File: config.mk
export PLATFORM = sky130hd
export DESIGN_NAME = fb_pixel_writer
export DESIGN_NICKNAME = d
export VERILOG_FILES = /design/src/rtl/fb_pixel_writer.sv
export SDC_FILE = /design/constraint.sdc
export NUM_CORES = 1
export LEC_CHECK = 0
export ABC_AREA = 1
export BUFFER_PORTS_ARGS = -buffer_cell sky130_fd_sc_hd__buf_2
export CORE_ASPECT_RATIO = 0.7
export CORE_MARGIN = 2
export CORE_UTILIZATION = 55
export DETAILED_ROUTE_END_ITERATION = 7
export PLACE_DENSITY = 0.74
export SYNTH_ARGS = -nofsm -noshare
export SYNTH_HDL_FRONTEND = slang
export SYNTH_SLANG_ARGS = --single-unit
File: constraint.sdc
create_clock -name clk_25mHz -period 4 [get_ports clk_25mHz]
set_clock_uncertainty 0.1 [all_clocks]
set_input_delay 0.6 -clock clk_25mHz [delete_from_list [all_inputs] [get_ports clk_25mHz]]
set_output_delay 0.6 -clock clk_25mHz [all_outputs]
set_load 0.005 [all_outputs]
File: src/rtl/fb_pixel_writer.sv
// Frame-buffer write side: turns a valid/ready pixel stream with SOF marking into
// registered BRAM write strobes, applying normal, 2x-decimate or mirror layout.
module fb_pixel_writer #(
    parameter int H_RES  = 400,
    parameter int V_RES  = 300,
    parameter int ADDR_W = 19,
    parameter int DATA_W = 12
) (
    input  logic              clk_25mHz,
    input  logic              rst_n,
    input  logic [1:0]        cmd,
    input  logic              s_valid,
    output logic              s_ready,
    input  logic              s_sof,
    input  logic [DATA_W-1:0] s_data,
    output logic              wr_en,
    output logic [ADDR_W-1:0] wr_addr,
    output logic [DATA_W-1:0] wr_data,
    output logic              busy,
    output logic              frame_done,
    output logic              sof_err
);

    localparam int XW = $clog2(H_RES);
    localparam int YW = $clog2(V_RES);
    localparam logic [XW-1:0]     X_LAST   = XW'(H_RES - 1);
    localparam logic [YW-1:0]     Y_LAST   = YW'(V_RES - 1);
    localparam logic [ADDR_W-1:0] ROW_STEP = ADDR_W'(H_RES);
    localparam logic [ADDR_W-1:0] COL_LAST = ADDR_W'(H_RES - 1);

    typedef enum logic [1:0] {
        ST_IDLE,
        ST_CAPTURE,
        ST_DONE
    } state_t;

    state_t            state_q, state_d;
    logic [XW-1:0]     x_q, x_d;
    logic [YW-1:0]     y_q, y_d;
    logic [ADDR_W-1:0] row_base_q, row_base_d;
    logic [ADDR_W-1:0] dec_addr_q, dec_addr_d;
    logic [1:0]        mode_q, mode_d;
    logic              wr_en_q, wr_en_d;
    logic [ADDR_W-1:0] wr_addr_q, wr_addr_d;
    logic [DATA_W-1:0] wr_data_q, wr_data_d;
    logic              sof_err_q, sof_err_d;

    // An SOF pixel is processed as (0,0) of a fresh frame using the live cmd.
    logic              take;
    logic [XW-1:0]     eff_x;
    logic [YW-1:0]     eff_y;
    logic [ADDR_W-1:0] eff_rb;
    logic [ADDR_W-1:0] eff_dec;
    logic [1:0]        eff_mode;

    assign s_ready    = (state_q != ST_DONE);
    assign busy       = (state_q != ST_IDLE);
    assign frame_done = (state_q == ST_DONE);
    assign wr_en      = wr_en_q;
    assign wr_addr    = wr_addr_q;
    assign wr_data    = wr_data_q;
    assign sof_err    = sof_err_q;

    assign take     = s_valid && s_ready && (s_sof || (state_q == ST_CAPTURE));
    assign eff_x    = s_sof ? '0 : x_q;
    assign eff_y    = s_sof ? '0 : y_q;
    assign eff_rb   = s_sof ? '0 : row_base_q;
    assign eff_dec  = s_sof ? '0 : dec_addr_q;
    assign eff_mode = s_sof ? cmd : mode_q;

    always_comb begin
        state_d    = state_q;
        x_d        = x_q;
        y_d        = y_q;
        row_base_d = row_base_q;
        dec_addr_d = dec_addr_q;
        mode_d     = mode_q;
        wr_en_d    = 1'b0;
        wr_addr_d  = wr_addr_q;
        wr_data_d  = wr_data_q;
        sof_err_d  = 1'b0;

        if (state_q == ST_DONE) begin
            state_d = ST_IDLE;
        end else if (take) begin
            sof_err_d  = s_sof && (state_q == ST_CAPTURE);
            mode_d     = eff_mode;
            dec_addr_d = eff_dec;

            unique case (eff_mode)
                2'd2: begin
                    if (!eff_x[0] && !eff_y[0]) begin
                        wr_en_d    = 1'b1;
                        wr_addr_d  = eff_dec;
                        wr_data_d  = s_data;
                        dec_addr_d = eff_dec + ADDR_W'(1);
                    end
                end
                2'd3: begin
                    wr_en_d   = 1'b1;
                    wr_addr_d = eff_rb + COL_LAST - ADDR_W'(eff_x);
                    wr_data_d = s_data;
                end
                default: begin
                    wr_en_d   = 1'b1;
                    wr_addr_d = eff_rb + ADDR_W'(eff_x);
                    wr_data_d = s_data;
                end
            endcase

            // Raster advance; the last pixel of the frame parks counters at origin.
            if (eff_x == X_LAST) begin
                x_d = '0;
                if (eff_y == Y_LAST) begin
                    y_d        = '0;
                    row_base_d = '0;
                    state_d    = ST_DONE;
                end else begin
                    y_d        = eff_y + YW'(1);
                    row_base_d = eff_rb + ROW_STEP;
                    state_d    = ST_CAPTURE;
                end
            end else begin
                x_d        = eff_x + XW'(1);
                y_d        = eff_y;
                row_base_d = eff_rb;
                state_d    = ST_CAPTURE;
            end
        end
    end

    always_ff @(posedge clk_25mHz or negedge rst_n) begin
        if (!rst_n) begin
            state_q    <= ST_IDLE;
            x_q        <= '0;
            y_q        <= '0;
            row_base_q <= '0;
            dec_addr_q <= '0;
            mode_q     <= '0;
            wr_en_q    <= 1'b0;
            wr_addr_q  <= '0;
            wr_data_q  <= '0;
            sof_err_q  <= 1'b0;
        end else begin
            state_q    <= state_d;
            x_q        <= x_d;
            y_q        <= y_d;
            row_base_q <= row_base_d;
            dec_addr_q <= dec_addr_d;
            mode_q     <= mode_d;
            wr_en_q    <= wr_en_d;
            wr_addr_q  <= wr_addr_d;
            wr_data_q  <= wr_data_d;
            sof_err_q  <= sof_err_d;
        end
    end

endmodule

==> impl_results.md <==
* Crit Path Class: primary input to register
* Fmax at 0.312 GHz
* Initial antenna violation count at 0
* CP startpoint: s_sof
* Share of flip-flops with an asynchronous set or reset at 1.00
* All-Layer GR Usage at 0.284
* Wire length of the first global-routing pass at 31400 microns
* CTS tree: built
* Clock slew seen by the registers of the worst setup and hold paths at 0.07 ns
* I/O Pins at 54
* R2R cell count at 17
* P_leak at 3.86 nW
* Wire length per cell at 15.2 microns
* Grt ovf at 0
* Post-Route WL at 18400 microns
* Critical-path cell list: buf_2, inv_4, buf_4, nand2_1, o21ai_2, inv_1, ha_1, nand3_1, nand3_1, nand3_1, a21boi_1, nand3_1, a21oi_1, nor2_1, nor2_1, nor2_1
* Chip width at 139 microns
* Crit. path cell count at 16
* Commonest non-fill, non-tap cell in the layout: nand2_1
* Layout overhead on the synthesized area at 9.55%
* Mux cell area share after synthesis at 0
* Iter 0 DRT Violations at 554
* Startpoint types: primary input
* Post-CTS Setup Bufs at 0
* Crit-path slowest cell: ha_1
* Worst r2r src: x_q[1]$_DFFE_PN0P_
* Via count at 6575
* CP Buf/Inv Count at 4
* Std-Cell Rows at 34
* Final Hold Vio Count at 0
* Worst Path Arrival at 3.34 ns
* Synth Area in Simple Gates at 0.329
* Sequential element share of the synthesized area at 0.331
* Compound-Gate Fraction of Synth Area at 0.123
* Pin count of the biggest net entering global routing at 68
* Synthesized Nets at 1056
* Cell mode on critical path: nand3_1
* Post-Syn Area per Cell at 7.07 sq um
* Worst Hold Class: primary input to asynchronous set/reset pin
* Distinct cells, synth at 55
* RSZ-0062 raised after global routing: no
* Post-cts hold buffer count at 0
* Crit end category: register
* Max-Cap Viols at 0
* Floorplan core area at 12400 sq um
* Ant diodes at 0
* Clk_lat worst skew at 0.35 ns
* Status: finished, final reports clean
* I/O Buffers at 53
* Placer Congestion at 0.921
* Largest family of logic cells by synthesized area: simple AND/OR/NAND/NOR gates
* Rel. slew slack at 0.424
* Data required, critical path at 4.14 ns
* Clk pwr share at 0.346
* Reg-to-reg slack, setup at 1.05 ns
* Layout cells sized above 1 at 0.125
* Fin nets at 1109
* CTS H-tree lvls at 3
* Pwr dens at 291 nW/um^2
* Clk buf depth at 2
* Internal Power at 1.57 mW
* TNS Setup at 0 ns
* EDFF count, synth at 0
* Final Max Slew Viols at 0
* Reg power frac at 0.476
* # resized after CTS at 0
* Tmin final at 3.21 ns
* Die Height at 98.5 microns
* Sink Count at 93
* CTS root buf: clkbuf_16
* Period utilization at 0.802
* Setup violations, final at 0
* Vias in the first global route at 6296
* P_sw at 0.667 mW
* Post-route DRC at 0
* Synth Area in Adders at 0.0805
* Most used DFF post-synth: dfrtp_1
* Fin worst setup slack at 0.794 ns
* Antenna violation net count after detailed routing at 0
* Worst slack, placed at 0.514 ns
* Worst vdd ir at 0.213 mV
* Comb pwr share at 0.178
* Initial core utilization at 0.565
* Slew at the pin with the worst max-slew slack at 0.864 ns
* CTS buffer count at 9
* Most frequent cells in the layout: 250 x nand2_1, 130 x inv_1, 101 x nor2_1
* HPWL Detailed at 14300 microns
* Die ar. at 13700 sq um
* Biggest cell delay along the critical path at 0.38 ns
* Cells after synthesis at 994
* Switch share at 0.298
* DRT Pass-1 Iters at 6
* Worst reg2reg endpoint: wr_addr[9]$_DFFE_PN0P_
* Critical-path maximum fanout at 18
* Top delay family on crit path: simple AND/OR/NAND/NOR gates
* Ys Warns at 0
* Vias per Instance at 5.43
* Seq cells post-synth at 93
* Post-Synth XOR/XNOR Area at 0.0412
* Syn Std Cell Area at 7020 sq um
==> worst reg2reg max path: cells and delay by family, from the launching register on <==
family	cells	cell delay, ns
buffers and inverters	3	0.20
DFF	1	0.33
adders and majority gates	3	0.98
AOI/OAI and AO/OA	1	0.09
and+or+nand+nor	10	1.13
==> Yosys cell counts (4+ instances only) <==
library cell	count	area (sq um)
nand2_1	250	938
inv_1	130	488
nor2_1	101	379
dfrtp_1	93	2330
nand3_1	78	390
o21ai_0	53	265
a21oi_1	50	250
ha_1	42	526
xor2_1	22	193
nor3_1	16	80.1
nand4_1	12	75.1
o21ai_1	12	60.1
nand2_2	11	68.8
o22ai_1	11	68.8
xnor2_1	11	96.3
buf_2	10	50.1
inv_2	8	30.0
nor2_2	8	50.1
nor2_4	6	67.6
nor4_1	6	37.5
a31oi_1	5	31.3
clkbuf_1	5	18.8
buf_6	4	45.0
==> worst max-delay path by stage <==
stage,end,slack (ns)
after detailed placement,wr_addr[14]$_DFFE_PN0P_,0.51
final,wr_addr[14]$_DFFE_PN0P_,0.79
after global routing,wr_addr[14]$_DFFE_PN0P_,0.48
after floorplan,wr_addr[9]$_DFFE_PN0P_,0.40
after global placement,wr_addr[14]$_DFFE_PN0P_,0.53
after CTS,wr_addr[14]$_DFFE_PN0P_,0.87
==> registers in the layout (all words and copies together), names as in the netlist <==
name        flops
y_q             9
wr_en           1
x_q             9
sof_err         1
row_base_q     19
state_q         2
mode_q          2
dec_addr_q     19
wr_addr        19
wr_data        12
==> logic make-up (layout without fill, tap and decap cells) <==
group / after synthesis / after routing
simple gates: 509 / 509
compound gates: 153 / 153
xor+xnor: 33 / 33
fa+ha+maj: 44 / 44
buf+inv: 162 / 217
flops: 93 / 93
==> metal layers <==
metal  GRT usage  up-vias  share of wire
met2       0.418      207           0.41
met3      0.0447       13          0.065
met4      0.0559        0         0.0084
met1       0.442     3038           0.51
li1            -     3317              -
met5           0        -              0
==> power by group through the flow <==
stage                     registers (mW)  clock network (mW)  logic (mW)
final                               1.06               0.773       0.398
after global routing                1.07               0.818       0.451
after CTS                           1.06               0.788       0.400
after detailed placement            1.08                   0       0.399
after global placement              1.08                   0       0.395
after floorplan                     1.09                   0       0.227
==> metrics by stage <==
stage / instance area (sq um) / hold slack [ns] / cells / power, mW / utilization
4_1_cts: 7690 / 0.304 / 1211 / 2.25 / 0.619
3_3_place_gp: 7440 / 0.357 / 1198 / 1.48 / 0.599
2_1_floorplan: 7020 / 0.204 / 994 / 1.31 / -
3_5_place_dp: 7440 / 0.360 / 1198 / 1.48 / 0.599
6_report: 7690 / 0.261 / 1211 / 2.24 / 0.619
5_1_grt: 7690 / 0.342 / 1211 / 2.34 / 0.619
==> final cells by class <==
class | count | area [sq um]
Clock buffer | 9 | 225
Clock inverter | 4 | 28.8
Fill cell | 1152 | 4730
Inverter | 139 | 524
Multi-Input combinational cell | 739 | 4030
Sequential cell | 93 | 2330
Tap cell | 162 | 203
Timing Repair Buffer | 65 | 358
No activity file was read; power rests on OpenSTA's default activity.
